`config.mk`:
```
export PLATFORM = sky130hd
export DESIGN_NAME = serial2tcp_line_echo
export DESIGN_NICKNAME = d
export VERILOG_FILES = /design/src/rtl/serial2tcp_line_echo.sv
export SDC_FILE = /design/constraint.sdc
export NUM_CORES = 1
export LEC_CHECK = 0
export BUFFER_PORTS_ARGS = -buffer_cell sky130_fd_sc_hd__buf_4
export CAP_MARGIN = 10
export CORE_ASPECT_RATIO = 1.2
export CORE_MARGIN = 5
export CORE_UTILIZATION = 30
export CTS_BUF_LIST = sky130_fd_sc_hd__clkbuf_4
export DETAILED_ROUTE_END_ITERATION = 10
export MAX_ROUTING_LAYER = met4
export PLACE_DENSITY = 0.49
export RECOVER_POWER = 50
export SYNTH_ARGS = -nofsm -noshare
export SYNTH_HDL_FRONTEND = slang
export SYNTH_SLANG_ARGS = --single-unit
```
`constraint.sdc`:
```
create_clock -name sys_clk -period 3.2 [get_ports sys_clk]
set_clock_uncertainty 0.15 [all_clocks]
set_input_delay 0.48 -clock sys_clk [delete_from_list [all_inputs] [get_ports sys_clk]]
set_output_delay 0.48 -clock sys_clk [all_outputs]
set_load 0.02 [all_outputs]
```
`src/rtl/serial2tcp_line_echo.sv`:
```
// rtl/serial2tcp_line_echo.sv - line-buffered echo responder for the serial2tcp byte stream
// Collects a line from the sink stream, then replays it on the source stream followed by CR LF.
module serial2tcp_line_echo #(
    parameter int         DEPTH = 64,
    parameter logic [7:0] TERM  = 8'h0A
) (
    input  logic        sys_clk,
    input  logic        sys_rst,
    input  logic        serial2tcp_sink_valid,
    output logic        serial2tcp_sink_ready,
    input  logic [7:0]  serial2tcp_sink_data,
    output logic        serial2tcp_source_valid,
    input  logic        serial2tcp_source_ready,
    output logic [7:0]  serial2tcp_source_data,
    output logic        overflow,
    output logic [15:0] lines_done
);
    localparam int AW = $clog2(DEPTH);
    localparam int CW = AW + 1;
    localparam logic [CW-1:0] DEPTH_C = CW'(DEPTH);

    typedef enum logic [1:0] {RECV, SEND, SEND_CR, SEND_LF} state_t;

    state_t        state_q, state_d;
    logic [CW-1:0] count_q, count_d;
    logic [CW-1:0] rd_idx_q, rd_idx_d;
    logic [7:0]    data_q, data_d;
    logic          src_valid_q, src_valid_d;
    logic          snk_ready_q, snk_ready_d;
    logic          overflow_q, overflow_d;
    logic [15:0]   lines_done_q, lines_done_d;
    logic          wr_en;
    logic          sink_fire;
    logic          src_fire;

    logic [7:0] line_buf [DEPTH];

    assign sink_fire = serial2tcp_sink_valid && snk_ready_q;
    assign src_fire  = src_valid_q && serial2tcp_source_ready;

    always_comb begin
        state_d      = state_q;
        count_d      = count_q;
        rd_idx_d     = rd_idx_q;
        data_d       = data_q;
        src_valid_d  = src_valid_q;
        snk_ready_d  = snk_ready_q;
        overflow_d   = overflow_q;
        lines_done_d = lines_done_q;
        wr_en        = 1'b0;
        unique case (state_q)
            RECV: begin
                if (sink_fire) begin
                    if (serial2tcp_sink_data == TERM) begin
                        src_valid_d = 1'b1;
                        snk_ready_d = 1'b0;
                        if (count_q != '0) begin
                            state_d  = SEND;
                            data_d   = line_buf[0];
                            rd_idx_d = CW'(1);
                        end else begin
                            state_d = SEND_CR;
                            data_d  = 8'h0D;
                        end
                    end else if (serial2tcp_sink_data != 8'h0D) begin
                        if (count_q < DEPTH_C) begin
                            wr_en   = 1'b1;
                            count_d = count_q + CW'(1);
                        end else begin
                            overflow_d = 1'b1;
                        end
                    end
                end
            end
            SEND: begin
                if (src_fire) begin
                    if (rd_idx_q == count_q) begin
                        state_d = SEND_CR;
                        data_d  = 8'h0D;
                    end else begin
                        data_d   = line_buf[rd_idx_q[AW-1:0]];
                        rd_idx_d = rd_idx_q + CW'(1);
                    end
                end
            end
            SEND_CR: begin
                if (src_fire) begin
                    state_d = SEND_LF;
                    data_d  = 8'h0A;
                end
            end
            SEND_LF: begin
                if (src_fire) begin
                    state_d      = RECV;
                    count_d      = '0;
                    rd_idx_d     = '0;
                    overflow_d   = 1'b0;
                    lines_done_d = lines_done_q + 16'd1;
                    src_valid_d  = 1'b0;
                    snk_ready_d  = 1'b1;
                end
            end
        endcase
    end

    always_ff @(posedge sys_clk or posedge sys_rst) begin
        if (sys_rst) begin
            state_q      <= RECV;
            count_q      <= '0;
            rd_idx_q     <= '0;
            data_q       <= 8'h00;
            src_valid_q  <= 1'b0;
            snk_ready_q  <= 1'b1;
            overflow_q   <= 1'b0;
            lines_done_q <= 16'h0000;
        end else begin
            state_q      <= state_d;
            count_q      <= count_d;
            rd_idx_q     <= rd_idx_d;
            data_q       <= data_d;
            src_valid_q  <= src_valid_d;
            snk_ready_q  <= snk_ready_d;
            overflow_q   <= overflow_d;
            lines_done_q <= lines_done_d;
        end
    end

    // Buffer contents survive reset; only count decides what is valid.
    always_ff @(posedge sys_clk) begin
        if (wr_en) begin
            line_buf[count_q[AW-1:0]] <= serial2tcp_sink_data;
        end
    end

    assign serial2tcp_sink_ready   = snk_ready_q;
    assign serial2tcp_source_valid = src_valid_q;
    assign serial2tcp_source_data  = data_q;
    assign overflow                = overflow_q;
    assign lines_done              = lines_done_q;
endmodule

```
After elaboration in Yosys (flattened, before gate mapping) --
Memories as Yosys holds them, arrays and structs flattened. Index checks and enable logic that the tools add are counted.
Operators by class: add/sub/neg operators 3, order comparisons 1, equal/unequal tests 18, mux-type cells 47, reduce and logical (&&, ||, !) cells 14
Operators with widths (number):
- two-way mux 7 bit | 10
- two-way mux 8 bit | 6
- inequality test 2 bit, second input constant | 12
- one-hot mux 8 bit (3 select lines) | 1
- one-hot mux 7 bit (3 select lines) | 1
- AND reduction 6 bit | 3
- two-way mux 1 bit | 17
- adder 16 x 1 -> 16 bit, second input constant | 1
- adder 7 x 1 -> 7 bit, second input constant | 2
- two-way mux 2 bit | 7
- one-hot mux 7 bit (2 select lines) | 1
- equality test 8 x 4 -> 1 bit, second input constant | 1
- inequality test 8 x 4 -> 1 bit, second input constant | 1
- one-hot mux 2 bit (4 select lines) | 1
- equality test 7 bit | 1
- < comparator 7 bit, second input constant | 1
- AND reduction 7 bit | 1
- nonzero test 7 bit | 1
- one-hot mux 1 bit (2 select lines) | 3
- nonzero test 3 bit | 2
- AND reduction 5 bit | 1
- equality test 2 bit, second input constant | 2
- AND reduction 4 bit | 1
- equality test 2 x 1 -> 1 bit, second input constant | 1
- 4 further kinds | 5
Word-level totals: bits in registers 43, memory bits (writable) 512, bits of input ports 12, output and inout port bits 27, logic and storage cells 92, memories kept 1
Memories:
- line_buf | depth 64, bits a word 8, rd ports 2, clocked after Yosys merged registers in 0, write ports 1, RTL line 36 | logic [7:0] line_buf [DEPTH];

Longest topological paths before layout --
depth in word-level cells 8, gate-level depth with buffers 11

Worst setup path before layout --
OpenSTA, ideal clock, no wires.
path kind flip-flop to flip-flop, from register rd_idx_q[0], to register data_q[3], in the netlist serial2tcp_source_data[3], library setup time 0.128 ns, arrival 2.099 ns, required time 2.922 ns, path slack 0.823 ns, cell stages (with the launch flop) 9, path through dfrtp_1 -> buf_6 -> buf_12 -> buf_6 -> buf_6 -> mux4_2 -> mux4_2 -> o21ai_1 -> a31oi_1
Between the ends: word-level cells in the longest chain between the ends 4, elaborated cells on any way between the ends 5
RTL lines:
- start: declaration | RTL line 26 | logic [CW-1:0] rd_idx_q, rd_idx_d;
- start signal: assignment | RTL line 119 | rd_idx_q <= rd_idx_d;
- memory (64 x 8 bit) or equality test 7 bit (tied branches)
- two-way mux 8 bit * | RTL line 77 | if (rd_idx_q == count_q) begin
- two-way mux 8 bit * | RTL line 76 | if (src_fire) begin
- one-hot mux 8 bit (3 select lines) * | RTL line 51 | unique case (state_q)
- end signal: assignment | RTL line 120 | data_q <= data_d;
- end: declaration | RTL line 27 | logic [7:0] data_q, data_d;
Every way passes the cells marked *; elsewhere a longest branch is shown, timed or not. The select of a mux whose other input is x is not followed. A chain may end at the register's enable or synchronous reset.

Worst setup path after layout --
from input port serial2tcp_sink_data[1], to memory line_buf[6][0], enable pin
Between the ends: word-level cells in the longest chain between the ends 7, elaborated cells on any way between the ends 8
RTL lines:
- start: declaration | RTL line 11 | input logic [7:0] serial2tcp_sink_data,
- inequality test 8 x 4 -> 1 bit | RTL line 65 | end else if (serial2tcp_sink_data != 8'h0D) begin
- two-way mux 1 bit | RTL line 65
- two-way mux 1 bit * | RTL line 54 | if (serial2tcp_sink_data == TERM) begin
- two-way mux 1 bit * | RTL line 53 | if (sink_fire) begin
- two-way mux 1 bit * | RTL line 51
- two-way mux 1 bit * | RTL line 130 | if (wr_en) begin
- two-way mux 1 bit (implied by the code) * | RTL line 131 | line_buf[count_q[AW-1:0]] <= serial2tcp_sink_data;
- end: declaration | RTL line 36
Every way passes the cells marked *; elsewhere a longest branch is shown, timed or not.

==> results.py <==
metrics = {
    "layout": {
        "fin_cells": 2546,
        "drive_above_1_share": 0.350,
        "fin_nets": 1455,
        "fin_area_um2": 26600,
        "syn_to_final_growth_pct": 18.5,
        "fillers": 7081,
    },
    "power_and_ir_drop": {
        "ir_drop_uv": 269,
        "p_per_area_nw_per_um2": 539,
        "finalPower_mw": 14.3,
        "power_leakage_nw": 8.66,
    },
    "sta": {
        "slew_viol_final": 219,
        "fmax_mhz": 331,
        "worstMarginPinSlew_ns": 3.07,
        "post-route-period-util": 0.943,
        "timing.final.ws_setup_ns": 0.182,
        "rsz0062_at_grt": "false",
        "finalSetupTns_ns": 0,
        "min_period_ns": 3.02,
        "max_slew_margin": -1.05,
        "finalHoldViolCount": 0,
        "setup_viol": 0,
    },
    "yosys": {
        "netlist_top_cells_count": "512 x edfxtp_1, 124 x mux4_2, 103 x nor2_1",
        "synthFlopType": "edfxtp_1",
        "synth_top_area_frac": 0.686,
        "ys_types": 64,
        "syn_nets": 1204,
        "syn-mean-instance-area_um2": 18.9,
        "postSynth.asyncResetShare": 0.0775,
        "ys_seq_area_frac": 0.734,
        "syn_area_um2": 22400,
        "ys_ff_latch": 555,
        "synthCells": 1183,
        "ys_warn_count": 0,
        "yosysMostFrequentCell": "edfxtp_1",
        "synth_enable_flop_cells": 512,
        "ys_top_cells_by_area": "edfxtp_1 69%, mux4_2 12%, dfrtp_1 4.7%",
        "synth.largest_area_cell": "edfxtp_1",
    },
    "floorplan": {
        "dieArea_um2": 80300,
        "io-pin-count": 39,
        "die_x_um": 260,
        "core_um2": 73900,
        "die_h_um": 309,
        "fp-row-count": 109,
        "start_util": 0.303,
    },
    "routing": {
        "wl_per_cell_um": 23.8,
        "firstDrtPassIters": 7,
        "vias": 12400,
        "drc": 0,
        "ant_nets": 0,
        "wirelength_um": 60600,
        "drtIter0Drc": 943,
        "via_per_inst": 4.85,
    },
    "outcome": {
        "outcome": "finished with violations",
        "violations": "capacitance limit, slew limit",
    },
    "setup_path": {
        "r2r-start": "state_q[1]$_DFFE_PP0P_",
        "r2r_cells": 7,
        "startpoint": "serial2tcp_sink_data[1]",
        "cp_max_fo": 8,
        "crit_end": "line_buf[6][0]$_DFFE_PP_",
        "r2r_slack_ns": 0.36,
        "critPathSlowestCell": "nor2_1",
        "worst_setup_path_start_kind": "input port",
        "crit_path_max_incr_delay_ns": 0.61,
        "required_ns": 3.62,
        "critical_path_class": "input port to flip-flop",
        "cp_cell_sequence": "dlygate4sd3_1 > clkbuf_1 > and3b_1 > o211ai_1 > and4b_1 > nand3_1 > buf_4 > nor2_1",
        "r2r_end": "line_buf[6][0]$_DFFE_PP_",
        "endpoint_kind": "flip-flop",
        "arrival_ns": 3.44,
    },
    "cts": {
        "cts_root_buffer": "clkbuf_4",
        "clkLatencyLatePin_ns": 0.95,
        "clk_pin_slew_ns": 0.07,
        "post_cts.repair.setup_buffers": 0,
        "cts_tree": "done",
        "cts-buffers-inserted": 145,
        "clock_path_buffers": 3,
        "cts_sinks": 555,
        "cts_resized": 0,
        "htree_levels": 4,
    },
    "hold_path": {
        "min_from": "serial2tcp_sink_data[7]",
        "hp-class": "input port to flip-flop",
    },
    "placed_design": {
        "routabilityCongestion": 0.890,
        "dpl_cell_area_um2": 24700,
        "io_buffer_count": 38,
        "post-dp-hpwl_um": 39300,
        "dp.cells": 2279,
        "post-place-ws_ns": 0.138,
    },
    "flow_run": {
        "maxCapViolations": 5,
    },
    "global_route": {
        "globalRouteTotalUtil": 0.157,
        "grt_max_degree": 65,
        "grt_pass1_vias": 13200,
        "antenna_found_initial": 4,
        "grt_pass1_wl_um": 89300,
        "grt_overflow": 0,
    },
}
-- kinds of logic after synthesis --
| group | share of synthesized area |
|---|---|
| AO/OA/AOI/OAI | 0.0351 |
| XOR/XNOR | 0.00860 |
| adder cells (fa/ha/maj) | 0.00502 |
| buffers and inverters | 0.0188 |
| flip-flops | 0.734 |
| multiplexers | 0.148 |
| AND/OR/NAND/NOR | 0.0502 |
-- cells in the final DEF, fill, tap and decap left out, types with 5 or more instances in the layout --
cell type,Yosys,routed
nand3_1,22,22
xnor2_1,11,11
and3_1,6,6
clkbuf_2,0,6
o211ai_1,7,7
clkinv_2,0,6
dfrtp_1,42,39
edfxtp_1,512,512
a221oi_1,9,9
xor2_1,11,11
clkbuf_1,22,17
mux2_2,27,27
dlygate4sd3_1,0,7
mux2i_1,23,23
nand4_1,7,7
diode_2,0,5
ha_1,9,9
clkinv_1,1,23
a31oi_1,11,11
o31ai_1,5,5
nor2b_1,7,7
buf_4,10,121
clkbuf_4,0,213
nor2_1,103,103
o21ai_0,24,24
a21oi_1,15,15
mux4_2,124,124
nand2_1,53,53
clkinv_4,0,5
nand3b_1,6,6
inv_1,10,10
buf_12,2,14
a22oi_1,16,16
-- worst max-delay path: cells and delay by family --
kind	cells	cell delay [ns]
AOI/OAI and AO/OA	1	0.27
and+or+nand+nor	4	1.41
buffers and inverters	3	1.26
-- area by class of cell --
type                       instances  area [um2]  share of cell area
multi-input combinational        555        5540               0.209
antenna                            5        12.5            0.000471
sequential                       555       16500               0.620
inverter                          11        41.3             0.00155
timing repair buffer             166        1360              0.0512
clock buffer                     212        1590              0.0599
tap                              999        1250              0.0471
clock inverter                    43         298              0.0112
-- metrics by stage --
step	hold slack, ns	utilization
finish	0.327	0.359
global route	0.315	0.359
CTS	0.0132	0.360
detailed placement	0.328	0.334
global placement	0.313	0.334
floorplan	0.318	-
-- where the power goes --
| part | internal [mW] | switching, mW | leakage [nW] |
|---|---|---|---|
| sequential | 7.93 | 0 | 5.18 |
| combinational | 0.0145 | 0.141 | 2.37 |
| clock | 3.30 | 2.93 | 1.11 |
-- per-layer routing --
metal  track usage  routed length (um)
met1         0.196               25400
met2         0.253               30200
met3        0.0393                3530
met4        0.0542                1460
met5             -                   0
-- state kept, by name, summed over array words and instances (netlist names) --
register	flops
line_buf	512
lines_done	16
serial2tcp_source_data	8
count_q	7
rd_idx_q	7
state_q	2
overflow	1
serial2tcp_sink_ready	1
serial2tcp_source_valid	1
-- timing repair --
action,4_1_cts,5_1_grt
hold endpoints to repair,133,0
hold buffers,7,0
endpoints found under the setup margin,0,0
-- how the worst min path moves through the flow --
stage / end / slack, ns / cells after the start
floorplan: rd_idx_q[6]$_DFFE_PP0P_ / 0.32 / 1
global placement: lines_done[15]$_DFFE_PP0P_ / 0.31 / 1
detailed placement: lines_done[15]$_DFFE_PP0P_ / 0.33 / 1
CTS: line_buf[43][7]$_DFFE_PP_ / 0.01 / 2
global route: serial2tcp_source_valid$_DFFE_PP0P_ / 0.31 / 8
finish: serial2tcp_source_data[7]$_DFFE_PP0P_ / 0.33 / 6
(Power assumes the default switching activity.)
